## config.mk

```make
export PLATFORM = sky130hd
export DESIGN_NAME = instruction_fetch
export DESIGN_NICKNAME = d
export VERILOG_FILES = /design/src/rtl/riscv_pkg.sv /design/src/rtl/fetch_fifo.sv /design/src/rtl/instruction_fetch.sv
export SDC_FILE = /design/constraint.sdc
export NUM_CORES = 1
export LEC_CHECK = 0
export ABC_CLOCK_PERIOD_IN_PS = 11600
export BUFFER_PORTS_ARGS = -buffer_cell sky130_fd_sc_hd__buf_2
export CELL_PAD_IN_SITES_DETAIL_PLACEMENT = 1
export CELL_PAD_IN_SITES_GLOBAL_PLACEMENT = 1
export CORE_MARGIN = 10
export CORE_UTILIZATION = 50
export CTS_BUF_LIST = sky130_fd_sc_hd__clkbuf_8
export CTS_CLUSTER_SIZE = 10
export DETAILED_ROUTE_END_ITERATION = 8
export PLACE_DENSITY_LB_ADDON = 0.1
export SYNTH_ARGS = -nofsm -noshare
export SYNTH_HDL_FRONTEND = slang
export SYNTH_SLANG_ARGS = --single-unit
```

## constraint.sdc

```tcl
create_clock -name clock -period 11.6 [get_ports clock]
set_clock_uncertainty 0.2 [all_clocks]
set_input_delay 2.32 -clock clock [delete_from_list [all_inputs] [get_ports clock]]
set_output_delay 2.32 -clock clock [all_outputs]
set_load 0.01 [all_outputs]
```

## src/rtl/riscv_pkg.sv

```systemverilog
// Shared RV32 definitions: NOP encoding, base opcodes used by decode,
// fetch FSM states and the prefetch buffer entry layout.
package riscv_pkg;

  localparam logic [31:0] NOP = 32'h0000_0013;

  localparam logic [6:0] OPC_LUI    = 7'b0110111;
  localparam logic [6:0] OPC_AUIPC  = 7'b0010111;
  localparam logic [6:0] OPC_JAL    = 7'b1101111;
  localparam logic [6:0] OPC_JALR   = 7'b1100111;
  localparam logic [6:0] OPC_BRANCH = 7'b1100011;
  localparam logic [6:0] OPC_LOAD   = 7'b0000011;
  localparam logic [6:0] OPC_STORE  = 7'b0100011;
  localparam logic [6:0] OPC_OP_IMM = 7'b0010011;
  localparam logic [6:0] OPC_OP     = 7'b0110011;
  localparam logic [6:0] OPC_SYSTEM = 7'b1110011;

  typedef enum logic [1:0] {
    IDLE,
    REQ,
    DISCARD
  } fetch_state_e;

  typedef struct packed {
    logic [31:0] pc;
    logic [31:0] instr;
  } fetch_entry_t;

endpackage

```

## src/rtl/fetch_fifo.sv

```systemverilog
// Synchronous prefetch FIFO of {pc, instr} entries. DEPTH must be a power
// of two (2 or 4) so the read/write pointers wrap naturally.
module fetch_fifo
  import riscv_pkg::*;
#(
  parameter  int unsigned DEPTH = 2,
  localparam int unsigned CW    = $clog2(DEPTH + 1)
) (
  input  logic          clock,
  input  logic          reset,
  input  logic          flush,
  input  logic          push,
  input  fetch_entry_t  push_data,
  input  logic          pop,
  output fetch_entry_t  head,
  output logic          full,
  output logic          empty,
  output logic [CW-1:0] count
);

  localparam int unsigned PW = (DEPTH > 1) ? $clog2(DEPTH) : 1;

  fetch_entry_t [DEPTH-1:0] mem_q, mem_d;
  logic [PW-1:0]            rd_ptr_q, rd_ptr_d;
  logic [PW-1:0]            wr_ptr_q, wr_ptr_d;
  logic [CW-1:0]            count_q, count_d;

  // Pointer/occupancy update; flush wins over push and pop.
  always_comb begin
    mem_d    = mem_q;
    rd_ptr_d = rd_ptr_q;
    wr_ptr_d = wr_ptr_q;
    count_d  = count_q;
    if (flush) begin
      rd_ptr_d = '0;
      wr_ptr_d = '0;
      count_d  = '0;
    end else begin
      if (push) begin
        mem_d[wr_ptr_q] = push_data;
        wr_ptr_d        = wr_ptr_q + PW'(1);
      end
      if (pop) begin
        rd_ptr_d = rd_ptr_q + PW'(1);
      end
      unique case ({push, pop})
        2'b10:   count_d = count_q + CW'(1);
        2'b01:   count_d = count_q - CW'(1);
        default: count_d = count_q;
      endcase
    end
  end

  // Control state is reset; storage is not, as it is only read when non-empty.
  always_ff @(posedge clock) begin
    if (reset) begin
      rd_ptr_q <= '0;
      wr_ptr_q <= '0;
      count_q  <= '0;
    end else begin
      rd_ptr_q <= rd_ptr_d;
      wr_ptr_q <= wr_ptr_d;
      count_q  <= count_d;
    end
  end

  // Entry storage register.
  always_ff @(posedge clock) begin
    mem_q <= mem_d;
  end

  assign head  = mem_q[rd_ptr_q];
  assign empty = (count_q == '0);
  assign full  = (count_q == CW'(DEPTH));
  assign count = count_q;

endmodule

```

## src/rtl/instruction_fetch.sv

```systemverilog
// Instruction fetch stage: single-outstanding imem request port, prefetch
// FIFO and registered decode-side outputs with stall and redirect/flush.
// Optional macro IFETCH_MISALIGN_TRAP_EN adds the sticky fetch_misaligned
// flag, which blocks new requests while set.
module instruction_fetch
  import riscv_pkg::*;
#(
  parameter logic [31:0] RESET_PC   = 32'h0000_0000,
  parameter int unsigned FIFO_DEPTH = 2
) (
  input  logic        clock,
  input  logic        reset,
  input  logic        stall,
  input  logic        redirect,
  input  logic [31:0] redirect_pc,
  output logic        imem_req,
  output logic [31:0] imem_addr,
  input  logic        imem_ack,
  input  logic [31:0] imem_rdata,
  output logic [31:0] instr_out,
  output logic [31:0] pipe_pc_out,
  output logic        instr_valid
`ifdef IFETCH_MISALIGN_TRAP_EN
  ,
  output logic        fetch_misaligned
`endif
);

  localparam int unsigned CW = $clog2(FIFO_DEPTH + 1);

  fetch_state_e  state_q, state_d;
  logic [31:0]   fetch_pc_q, fetch_pc_d;
  logic [31:0]   imem_addr_q, imem_addr_d;
  logic [31:0]   instr_q, instr_d;
  logic [31:0]   pc_q, pc_d;
  logic          valid_q, valid_d;

  logic [31:0]   redirect_pc_al;
  logic [31:0]   pc_plus4;
  logic          fifo_push, fifo_pop, fifo_full, fifo_empty;
  logic [CW-1:0] fifo_count, count_after;
  fetch_entry_t  fifo_head, push_entry;
  logic          can_issue;
  logic          unused_ok;

  assign redirect_pc_al = {redirect_pc[31:2], 2'b00};
  assign pc_plus4       = fetch_pc_q + 32'd4;
  assign push_entry     = '{pc: fetch_pc_q, instr: imem_rdata};
  assign unused_ok      = ^{redirect_pc[1:0], fifo_full};

`ifdef IFETCH_MISALIGN_TRAP_EN
  logic trap_q, trap_d;

  // Misalignment flag: every redirect re-evaluates it, otherwise it is sticky.
  always_comb begin
    trap_d = trap_q;
    if (redirect) begin
      trap_d = (redirect_pc[1:0] != 2'b00);
    end
  end

  // Misalignment flag register.
  always_ff @(posedge clock) begin
    if (reset) begin
      trap_q <= 1'b0;
    end else begin
      trap_q <= trap_d;
    end
  end

  assign can_issue        = !trap_d;
  assign fetch_misaligned = trap_q;
`else
  assign can_issue = 1'b1;
`endif

  fetch_fifo #(
    .DEPTH(FIFO_DEPTH)
  ) u_fifo (
    .clock    (clock),
    .reset    (reset),
    .flush    (redirect),
    .push     (fifo_push),
    .push_data(push_entry),
    .pop      (fifo_pop),
    .head     (fifo_head),
    .full     (fifo_full),
    .empty    (fifo_empty),
    .count    (fifo_count)
  );

  assign fifo_pop = !redirect && !stall && !fifo_empty;

  // Fetch FSM: request issue, ack handling, redirect/discard sequencing.
  // Occupancy plus the single outstanding request never exceeds FIFO_DEPTH,
  // so an ack never lands in a full FIFO.
  always_comb begin
    state_d     = state_q;
    fetch_pc_d  = fetch_pc_q;
    imem_addr_d = imem_addr_q;
    fifo_push   = 1'b0;
    count_after = fifo_count - CW'(fifo_pop) + CW'(1);
    unique case (state_q)
      IDLE: begin
        if (redirect) begin
          fetch_pc_d = redirect_pc_al;
          if (can_issue) begin
            state_d     = REQ;
            imem_addr_d = redirect_pc_al;
          end
        end else if (can_issue && (fifo_count < CW'(FIFO_DEPTH))) begin
          state_d     = REQ;
          imem_addr_d = fetch_pc_q;
        end
      end
      REQ: begin
        if (redirect) begin
          fetch_pc_d = redirect_pc_al;
          if (imem_ack) begin
            if (can_issue) begin
              imem_addr_d = redirect_pc_al;
            end else begin
              state_d = IDLE;
            end
          end else begin
            state_d = DISCARD;
          end
        end else if (imem_ack) begin
          fifo_push  = 1'b1;
          fetch_pc_d = pc_plus4;
          if (can_issue && (count_after < CW'(FIFO_DEPTH))) begin
            imem_addr_d = pc_plus4;
          end else begin
            state_d = IDLE;
          end
        end
      end
      DISCARD: begin
        if (redirect) begin
          fetch_pc_d = redirect_pc_al;
        end
        if (imem_ack) begin
          if (can_issue) begin
            state_d     = REQ;
            imem_addr_d = fetch_pc_d;
          end else begin
            state_d = IDLE;
          end
        end
      end
      default: state_d = IDLE;
    endcase
  end

  // Decode-side output register: redirect bubble, stall hold, pop or bubble.
  always_comb begin
    instr_d = instr_q;
    pc_d    = pc_q;
    valid_d = valid_q;
    if (redirect) begin
      instr_d = NOP;
      pc_d    = '0;
      valid_d = 1'b0;
    end else if (!stall) begin
      if (!fifo_empty) begin
        instr_d = fifo_head.instr;
        pc_d    = fifo_head.pc;
        valid_d = 1'b1;
      end else begin
        instr_d = NOP;
        pc_d    = '0;
        valid_d = 1'b0;
      end
    end
  end

  // State, fetch PC, request address and output registers.
  always_ff @(posedge clock) begin
    if (reset) begin
      state_q     <= IDLE;
      fetch_pc_q  <= RESET_PC;
      imem_addr_q <= RESET_PC;
      instr_q     <= NOP;
      pc_q        <= '0;
      valid_q     <= 1'b0;
    end else begin
      state_q     <= state_d;
      fetch_pc_q  <= fetch_pc_d;
      imem_addr_q <= imem_addr_d;
      instr_q     <= instr_d;
      pc_q        <= pc_d;
      valid_q     <= valid_d;
    end
  end

  assign imem_req    = (state_q != IDLE);
  assign imem_addr   = imem_addr_q;
  assign instr_out   = instr_q;
  assign pipe_pc_out = pc_q;
  assign instr_valid = valid_q;

endmodule

```

==> results of run 1 <==
==> worst register-to-register path, cell delays in order, from the launching register on <==
cell	delay [ns]
dfxtp_1	0.31
buf_4	0.38
nand2b_1	0.44
nor3_1	0.26
buf_4	0.22
inv_1	0.31
nor2_4	0.16
buf_4	0.73
==> flip-flops by register name (all words and copies together), names as in the netlist <==
signal and count:
fetch_pc_q 32, imem_addr 32, instr_out 32, instr_valid 1, pipe_pc_out 32, state_q 2
u_fifo.count 2, u_fifo.mem_q 128, u_fifo.rd_ptr_q 1, u_fifo.wr_ptr_q 1
==> placed cells by master, fill, tap and decap left out, types with 12 or more instances in the layout <==
cell type,Yosys,routed
o21ai_0,21,21
buf_4,1,17
inv_1,6,27
xor2_1,16,16
a21oi_1,100,100
nor3_1,14,14
mux2i_1,70,70
clkbuf_8,0,49
nand3_1,20,20
dfxtp_1,135,134
edfxtp_1,128,128
o22ai_1,12,12
nand4_1,33,33
buf_2,5,164
nand2_1,63,62
nor2_1,177,175
==> power by group through the flow <==
stage,sequential [mW],combinational (mW),clock (mW)
2_1_floorplan,1.04,0.0923,0
3_3_place_gp,1.05,0.144,0
3_5_place_dp,1.05,0.147,0
4_1_cts,1.03,0.148,0.765
5_1_grt,1.04,0.163,0.809
6_report,1.03,0.148,0.748
==> cells by family (layout without fill, tap and decap cells) <==
family                     count (synthesis)  count (layout)  synth area share, %
AOI/OAI and AO/OA                        223             223                 12.7
xor gates and xnor gates                  27              27                 2.13
adders and majority gates                  2               2                0.226
buffers and inverters                     91             268                 3.20
DFF                                      263             263                 59.1
muxes                                     73              73                 6.63
and+or+nand+nor                          375             375                 16.0
==> worst max path at each step <==
stage                            endpoint  cells past startpoint
final                       imem_addr[25]                      9
after global routing        imem_addr[25]                      9
after CTS                   imem_addr[25]                      9
after detailed placement    imem_addr[25]                      9
after global placement      imem_addr[26]                      9
after floorplan           u_fifo.mem_q[0]                      5
==> through the flow <==
stage               hold WS (ns)  area, sq um  power, mW  std cells
floorplan                  0.220        11100       1.13       1054
global placement           0.238        12100       1.19       1432
detailed placement         0.249        12100       1.20       1432
CTS                        0.257        12900       1.95       1511
global route               0.282        12900       2.01       1511
finish                     0.253        12900       1.93       1511
==> area by class of cell <==
type                            instances  area (sq um)
Fill cell                            2415          8930
Multi-Input combinational cell        700          4210
Sequential cell                       263          6550
Timing Repair Buffer                  181           948
Tap cell                              280           350
Inverter                                8          30.0
Clock inverter                         30           130
Clock buffer                           49           674
==> metal layers <==
metal | global-route usage, % | vias to the layer above
li1 | - | 4141
met3 | 4.70 | 60
met5 | 0 | -
met1 | 29.1 | 4424
met2 | 36.4 | 303
met4 | 6.96 | 0
==> flow_summary_export.csv, run 1 <==
group,metric,value,unit
route,m1WireLength,14400,um
worst_setup_path,reg2reg_depth,7,
worst_setup_path,crit_path_frequent_cell,"buf_4",
floorplan,die_h,169,um
place,port_buffers,164,
floorplan,fp.dieW,169,um
worst_setup_path,reg2reg_to,"u_fifo.mem_q[42]",
sta,rsz0062_at_grt,"no",
clock_tree,clk_pin_slew,0.06,ns
sta,slew_violations,0,
clock_tree,cts_max_level,2,
worst_setup_path,critPathKind,"input pin to flop",
clock_tree,clkLatencyLatePin,0.56,ns
route,drt_iter0_drc,608,
worst_setup_path,reg2reg_from,"state_q[0]",
clock_tree,clock_sink_count,263,
route,via_per_inst,5.91,
worst_setup_path,startpoint,"redirect",
global_route,grt_pass1_vias,9465,
floorplan,boundaryPins,167,
yosys,synthCells,1054,
route,drc,0,
yosys,synth_most_common_cell,"nor2_1",
worst_setup_path,worstSetupEndpointType,"flop",
power_and_ir_drop,power_frac_seq,53.6,%
worst_setup_path,crit_slowest_cell,"buf_4",
global_route,grt_pass1_wl,51500,um
yosys,synth_top_area_share,34.7,%
floorplan,core-area,21800,sq um
global_route,grt_max_degree,67,
sta,finalCritPeriodShare,42.5,%
yosys,syn-num-nets,1125,
sta,slew_headroom,11.7,%
floorplan,rows,54,
min_path,min_to,"imem_addr[3]",
global_route,grt_usage,22.3,%
min_path,hp-class,"flop to flop",
power_and_ir_drop,pwr-share-clk,38.8,%
clock_tree,tritoncts,"done",
power_and_ir_drop,combPwrFrac,7.7,%
yosys,synth_seq_cells,263,
final_layout,fin_util,59.1,%
yosys,ys.flop_type,"dfxtp_1",
yosys,synth_edf_count,128,
yosys,yosysUniqueCellTypes,70,
worst_setup_path,crit_buf_inv,5,
route,wl_met2,15600,um
sta,period_minus_slack,4.93,ns
route,route.detailed.wl_per_inst,21.7,um
clock_tree,cts-root-buf,"clkbuf_8",
sta,fmax,203,MHz
clock_tree,cts_made_buffers,43,
clock_tree,cts_hold_buf,0,
worst_setup_path,slowest_delay,0.57,ns
global_route,overflow,0,
power_and_ir_drop,p_switching,488,uW
sta,setup_ws,6.67,ns
sta,worst_pin_slew,1.31,ns
worst_setup_path,critPathLaunchType,"input pin",
route,via_count,8928,
power_and_ir_drop,vdd_drop_max,0.0815,mV
run_status,outcome,"complete, no violations",
final_layout,drive_above_1_share,21.0,%
yosys,synthTopCellsByArea,"edfxtp_1 (35%), dfxtp_1 (24%), mux2i_1 (6.3%)",
min_path,hp-start,"imem_addr[3]",
yosys,synth_area,11100,sq um
clock_tree,postCtsSetupBuffers,0,
run,maxCapViolations,0,
sta,finalHoldViolCount,0,
sta,setup_violations,0,
clock_tree,cts_resized,0,
worst_setup_path,arrival,5.20,ns
min_path,whs_path_depth,2,
floorplan,floorplan.initialDensity,50.8,%
final_layout,n_antenna_cell,0,
final_layout,area_delta_synth_final,16.4,%
route,routed_wl,32800,um
yosys,ys_warn_count,0,
route,first_pass_iters,6,
route,dr_wl_met3,2140,um
worst_setup_path,cp_max_fo,56,
worst_setup_path,crit_path_cell_trace,"buf_2 -> buf_4 -> inv_1 -> buf_4 -> o211a_1 -> nor2_2 -> buf_4 -> nand2_1 -> o221ai_1",
yosys,synth_area_per_cell,10.5,sq um
floorplan,dieArea,28500,sq um
yosys,synthTopCellsByCount,"nor2_1 (177), dfxtp_1 (135), edfxtp_1 (128)",
place,gp_routability_congestion,0.873,
yosys,async_flop_share,0,%
worst_setup_path,rrSetupSlack,8.18,ns
power_and_ir_drop,internal_power,1.44,mW
power_and_ir_drop,p_leak,4.82,nW
power_and_ir_drop,sw_frac_of_total,25.3,%
worst_setup_path,cp.required,11.87,ns
route,dr.max_layer_used,"met4",
yosys,yosysTopAreaCell,"edfxtp_1",
worst_setup_path,crit_family,"buffers and inverters",
final_layout,nets,1268,
clock_tree,cts_max_path_buffers,3,
sta,tns,0,ns
place,place_ws,6.16,ns
yosys,yosysSeqAreaShare,59.1,%
power_and_ir_drop,power_density,150,nW/um^2
place,hpwlAfterDp,21300,um
global_route,antenna_found_initial,0,
route,ant_nets,0,
No activity file was read; power rests on OpenSTA's default activity.
==> run 2: changes to the inputs <==
--- a/config.mk
+++ b/config.mk
@@ -5,12 +5,12 @@
 export SDC_FILE = /design/constraint.sdc
 export NUM_CORES = 1
 export LEC_CHECK = 0
-export ABC_CLOCK_PERIOD_IN_PS = 11600
+export ABC_CLOCK_PERIOD_IN_PS = 4200
 export BUFFER_PORTS_ARGS = -buffer_cell sky130_fd_sc_hd__buf_2
 export CELL_PAD_IN_SITES_DETAIL_PLACEMENT = 1
 export CELL_PAD_IN_SITES_GLOBAL_PLACEMENT = 1
 export CORE_MARGIN = 10
-export CORE_UTILIZATION = 50
+export CORE_UTILIZATION = 42
 export CTS_BUF_LIST = sky130_fd_sc_hd__clkbuf_8
 export CTS_CLUSTER_SIZE = 10
 export DETAILED_ROUTE_END_ITERATION = 8
==> constraint.sdc (replaced) <==
create_clock -name clock -period 4.2 [get_ports clock]
set_clock_uncertainty 0.2 [all_clocks]
set_input_delay 0.84 -clock clock [delete_from_list [all_inputs] [get_ports clock]]
set_output_delay 0.84 -clock clock [all_outputs]
set_load 0.01 [all_outputs]
==> flow_summary_export.csv, run 2 (synthesis gave the netlist of run 1 again) <==
group,metric,value,unit
route,drc,0,
worst_setup_path,crit_path_cell_trace,"buf_4 -> clkinv_1 -> nand2_1 -> buf_2",
sta,fmax,314,MHz
power_and_ir_drop,p_leak,4.87,nW
clock_tree,postCtsSetupBuffers,0,
power_and_ir_drop,sw_frac_of_total,25.7,%
floorplan,boundaryPins,167,
final_layout,top_register,"u_fifo.mem_q",
clock_tree,cts_made_buffers,45,
power_and_ir_drop,pwr-share-clk,39.5,%
power_and_ir_drop,power_frac_seq,52.8,%
final_layout,final_common_cell,"nor2_1",
clock_tree,tritoncts,"done",
clock_tree,clkLatencyLatePin,0.56,ns
floorplan,floorplan.initialDensity,42.6,%
min_path,hp-class,"flop to flop",
worst_setup_path,rrSetupSlack,1.26,ns
worst_setup_path,critPathLaunchType,"flop",
route,ant_nets,0,
clock_tree,cts_resized,0,
route,via_count,8785,
worst_setup_path,slowest_delay,0.41,ns
floorplan,die_h,182,um
power_and_ir_drop,internal_power,4.01,mW
sta,rsz0062_at_grt,"no",
worst_setup_path,cp_max_fo,37,
final_layout,fin_util,50.4,%
power_and_ir_drop,combPwrFrac,7.7,%
final_layout,drive_above_1_share,21.4,%
sta,hold_ws,0.251,ns
floorplan,core-area,26000,sq um
global_route,grt_usage,19.4,%
power_and_ir_drop,p_switching,1.39,mW
power_and_ir_drop,power_density,413,nW/um^2
final_layout,area_delta_synth_final,18.1,%
run,maxCapViolations,0,
place,hpwlAfterDp,22600,um
final_layout,nets,1278,
worst_setup_path,crit_buf_inv,3,
global_route,grt_max_degree,65,
clock_tree,cts_max_level,2,
sta,period_minus_slack,3.18,ns
worst_setup_path,worstSetupEndpointType,"output port",
final_layout,final_cell_mix,"nor2_1 (175), buf_2 (164), dfxtp_1 (134)",
sta,tns,0,ns
clock_tree,clock_sink_count,263,
worst_setup_path,critPathKind,"flop to output port",
global_route,overflow,0,
clock_tree,clk_pin_slew,0.06,ns
clock_tree,cts_max_path_buffers,3,
floorplan,rows,59,
route,first_pass_iters,4,
global_route,grt_pass1_wl,52200,um
route,drt_iter0_drc,492,
place,gp_routability_congestion,0.847,
final_layout,num-fill-cells,2957,
worst_setup_path,crit_slowest_cell,"clkinv_1",
global_route,grt_pass1_vias,9123,
clock_tree,cts_hold_buf,0,
place,port_buffers,164,
sta,slew_headroom,27.2,%
route,via_per_inst,5.57,
sta,worst_pin_slew,1.08,ns
sta,finalCritPeriodShare,75.7,%
worst_setup_path,arrival,2.14,ns
worst_setup_path,cp.required,3.16,ns
run_status,outcome,"complete, no violations",
global_route,antenna_found_initial,0,
floorplan,dieArea,33300,sq um
floorplan,fp.dieW,182,um
worst_setup_path,crit_family,"buffers and inverters",
sta,slew_violations,0,
power_and_ir_drop,vdd_drop_max,0.229,mV
sta,setup_violations,0,
clock_tree,cts-root-buf,"clkbuf_8",
final_layout,largest_reg_flops,128,
sta,finalHoldViolCount,0,
route,routed_wl,33500,um
route,route.detailed.wl_per_inst,21.2,um
-- run 2: cell count changes in the layout (fill, tap and decap cells not counted), moves of 3 or more --
cell / before / now
clkinv_2: 5 / 2
clkinv_1: 4 / 9
buf_4: 17 / 22
buf_12: 0 / 3
-- run 2: worst register-to-register path: cells and delay by family, from the launching register on --
| family | cells | cell delay (ns) |
|---|---|---|
| AO/OA/AOI/OAI | 3 | 0.62 |
| adder cells (fa/ha/maj) | 1 | 0.36 |
| flip-flops | 1 | 0.58 |
| AND/OR/NAND/NOR | 2 | 1.06 |
-- run 2: per-layer routing --
layer  global-route usage (%)  up-vias  share of wire, %
li1                         -     4177                 -
met1                     24.9     4321                44
met2                     31.9      232                48
met3                     4.23       55               6.1
met4                     6.31        0               2.0
met5                        0        -                 0
-- run 2: power groups by stage --
stage               clock, mW  sequential (mW)  combinational (mW)
floorplan                   0             2.87               0.255
global placement            0             2.90               0.410
detailed placement          0             2.91               0.416
CTS                      2.21             2.85               0.419
global route             2.32             2.86               0.460
finish                   2.14             2.85               0.415
-- run 2: worst paths after layout --
check	depth (start not counted)	start	to
worst max-delay path	4	state_q[0]	imem_req
worst min-delay path	2	imem_addr[2]	imem_addr[2]
worst max register to register	6	fetch_pc_q[2]	imem_addr[18]
worst min register to register	2	imem_addr[2]	imem_addr[2]
-- run 2: area by class of cell --
type / instances / area, sq um / area share [%]
Timing Repair Buffer: 189 / 1050 / 7.99
Inverter: 8 / 30.0 / 0.229
Tap cell: 335 / 419 / 3.20
Multi-Input combinational cell: 700 / 4210 / 32.2
Sequential cell: 263 / 6550 / 50.1
Clock buffer: 50 / 688 / 5.26
Clock inverter: 32 / 141 / 1.08
Antenna cell: 1 / 2.50 / 0.0191
-- run 2: stage by stage --
step | std cells | area [sq um] | setup WS [ns] | power [mW]
after floorplan | 1054 | 11100 | 0.345 | 3.13
final | 1578 | 13100 | 1.02 | 5.41
after global routing | 1577 | 13100 | 0.885 | 5.64
after detailed placement | 1495 | 12300 | 1.01 | 3.32
after global placement | 1495 | 12300 | 1.09 | 3.31
after CTS | 1577 | 13100 | 1.05 | 5.48
==> run 3: changes to the inputs <==
--- a/config.mk
+++ b/config.mk
@@ -5,7 +5,7 @@
 export SDC_FILE = /design/constraint.sdc
 export NUM_CORES = 1
 export LEC_CHECK = 0
-export ABC_CLOCK_PERIOD_IN_PS = 4200
+export ABC_CLOCK_PERIOD_IN_PS = 2880
 export BUFFER_PORTS_ARGS = -buffer_cell sky130_fd_sc_hd__buf_2
 export CELL_PAD_IN_SITES_DETAIL_PLACEMENT = 1
 export CELL_PAD_IN_SITES_GLOBAL_PLACEMENT = 1
==> constraint.sdc (replaced) <==
create_clock -name clock -period 2.88 [get_ports clock]
set_clock_uncertainty 0.2 [all_clocks]
set_input_delay 0.576 -clock clock [delete_from_list [all_inputs] [get_ports clock]]
set_output_delay 0.576 -clock clock [all_outputs]
set_load 0.01 [all_outputs]
==> flow_summary_export.csv, run 3 (synthesis gave the netlist of run 1 again) <==
group,metric,value,unit
sta,tns,0,ns
final_layout,largest_reg_flops,128,
route,ant_nets,0,
sta,finalCritPeriodShare,87.5,%
sta,setup_violations,0,
min_path,hp-start,"imem_rdata[11]",
clock_tree,clkLatencyLatePin,0.56,ns
worst_setup_path,critPathLaunchType,"flop",
clock_tree,tritoncts,"done",
floorplan,die_h,182,um
worst_setup_path,worstSetupEndpointType,"output port",
route,route.detailed.wl_per_inst,21.2,um
global_route,antenna_found_initial,0,
sta,rsz0062_at_grt,"no",
clock_tree,cts_resized,0,
sta,hold_ws,0.0496,ns
final_layout,area_delta_synth_final,24.4,%
global_route,grt_usage,20.8,%
power_and_ir_drop,power_density,589,nW/um^2
floorplan,fp.dieW,182,um
sta,finalHoldViolCount,0,
sta,period_minus_slack,2.52,ns
route,routed_wl,35000,um
route,drc,0,
sta,worst_pin_slew,0.792,ns
route,first_pass_iters,5,
final_layout,n_antenna_cell,0,
place,gp_routability_congestion,0.895,
run_status,outcome,"complete, no violations",
power_and_ir_drop,p_leak,5.22,nW
place,port_buffers,164,
place,hpwlAfterDp,23300,um
worst_setup_path,startpoint,"state_q[0]",
clock_tree,cts_made_buffers,46,
final_layout,nets,1348,
clock_tree,cts-root-buf,"clkbuf_8",
final_layout,final_common_cell,"nor2_1",
worst_setup_path,reg2reg_from,"fetch_pc_q[14]",
sta,slew_violations,0,
worst_setup_path,cp.required,2.10,ns
route,drt_iter0_drc,595,
global_route,grt_pass1_wl,55500,um
final_layout,drive_above_1_share,23.5,%
global_route,grt_max_degree,67,
worst_setup_path,cp_max_fo,10,
sta,slew_headroom,47.2,%
clock_tree,cts_max_path_buffers,3,
floorplan,core-area,26000,sq um
floorplan,dieArea,33300,sq um
clock_tree,cts_max_level,2,
route,via_count,9182,
worst_setup_path,critPathKind,"flop to output port",
clock_tree,clk_pin_slew,0.06,ns
worst_setup_path,arrival,1.74,ns
floorplan,floorplan.initialDensity,42.6,%
final_layout,top_register,"u_fifo.mem_q",
final_layout,num-fill-cells,2913,
clock_tree,clock_sink_count,263,
global_route,overflow,0,
route,via_per_inst,5.57,
sta,fmax,397,MHz
final_layout,final_cell_mix,"nor2_1 (175), buf_2 (164), dfxtp_1 (134)",
floorplan,rows,59,
global_route,grt_pass1_vias,9858,
min_path,hp-class,"input pin to flop",
run,maxCapViolations,0,
power_and_ir_drop,vdd_drop_max,0.356,mV
floorplan,boundaryPins,167,
-- run 3: cell count changes in the layout (fill, tap and decap cells not counted), sizes merged --
cell / change
buf: +38
dlygate4sd3: +31
clkinv: +6
inv: -3
bufinv: +1
clkinvlp: -1
diode: -1
-- run 3: path summary, 6_finish.rpt --
kind,endpoint,depth (start not counted),slack [ns]
worst min register to register,imem_addr[8],2,0.26
worst min-delay path,u_fifo.mem_q[75],1,0.05
worst max-delay path,imem_req,4,0.36
worst max register to register,fetch_pc_q[17],5,0.37
-- run 3: report_power, final --
group | switching [mW] | internal (mW) | total (mW) | leakage [nW]
Clock | 1.56 | 1.70 | 3.26 | 0.513
Combinational | 0.447 | 0.290 | 0.738 | 2.44
Sequential | 0.0893 | 4.03 | 4.12 | 2.26
Total | 2.09 | 6.02 | 8.12 | 5.22
-- run 3: metal layers --
metal  up-vias  GRT usage, %  share of wire, %  wire [um]
met4         0          6.80               2.5        872
met1      4533          25.9                43      15100
met2       263          35.3                49      17100
met3        66          4.17               5.4       1890
met5         -             0                 0          0
li1       4320             -                 -          -
-- run 3: what timing repair did --
item	CTS	global route
hold buffers	31	0
setup buffers	0	0
endpoints found under the hold margin	61	0
-- run 3: critical path: stages, from the launching register on --
cell and delay (ns):
dfxtp_1 0.57, clkinv_1 0.19, buf_4 0.21, nand2_1 0.08, buf_2 0.13
-- run 3: through the flow --
stage	std cells	total power, mW	util [%]	setup WS [ns]	area [sq um]
global route	1649	8.47	53.0	0.222	13800
floorplan	1054	4.57	-	0.0112	11100
finish	1649	8.12	53.0	0.359	13800
detailed placement	1533	4.90	48.5	0.337	12600
global placement	1533	4.88	48.5	0.427	12600
CTS	1649	8.21	53.0	0.342	13800
-- run 3: cell type report --
class                           count  area [sq um]  share of cell area (%)
Clock buffer                       50           688                    4.99
Clock inverter                     35           181                    1.32
Inverter                            8          30.0                   0.218
Multi-Input combinational cell    700          4220                    30.6
Sequential cell                   263          6550                    47.5
Tap cell                          335           419                    3.04
Timing Repair Buffer              258          1690                    12.3
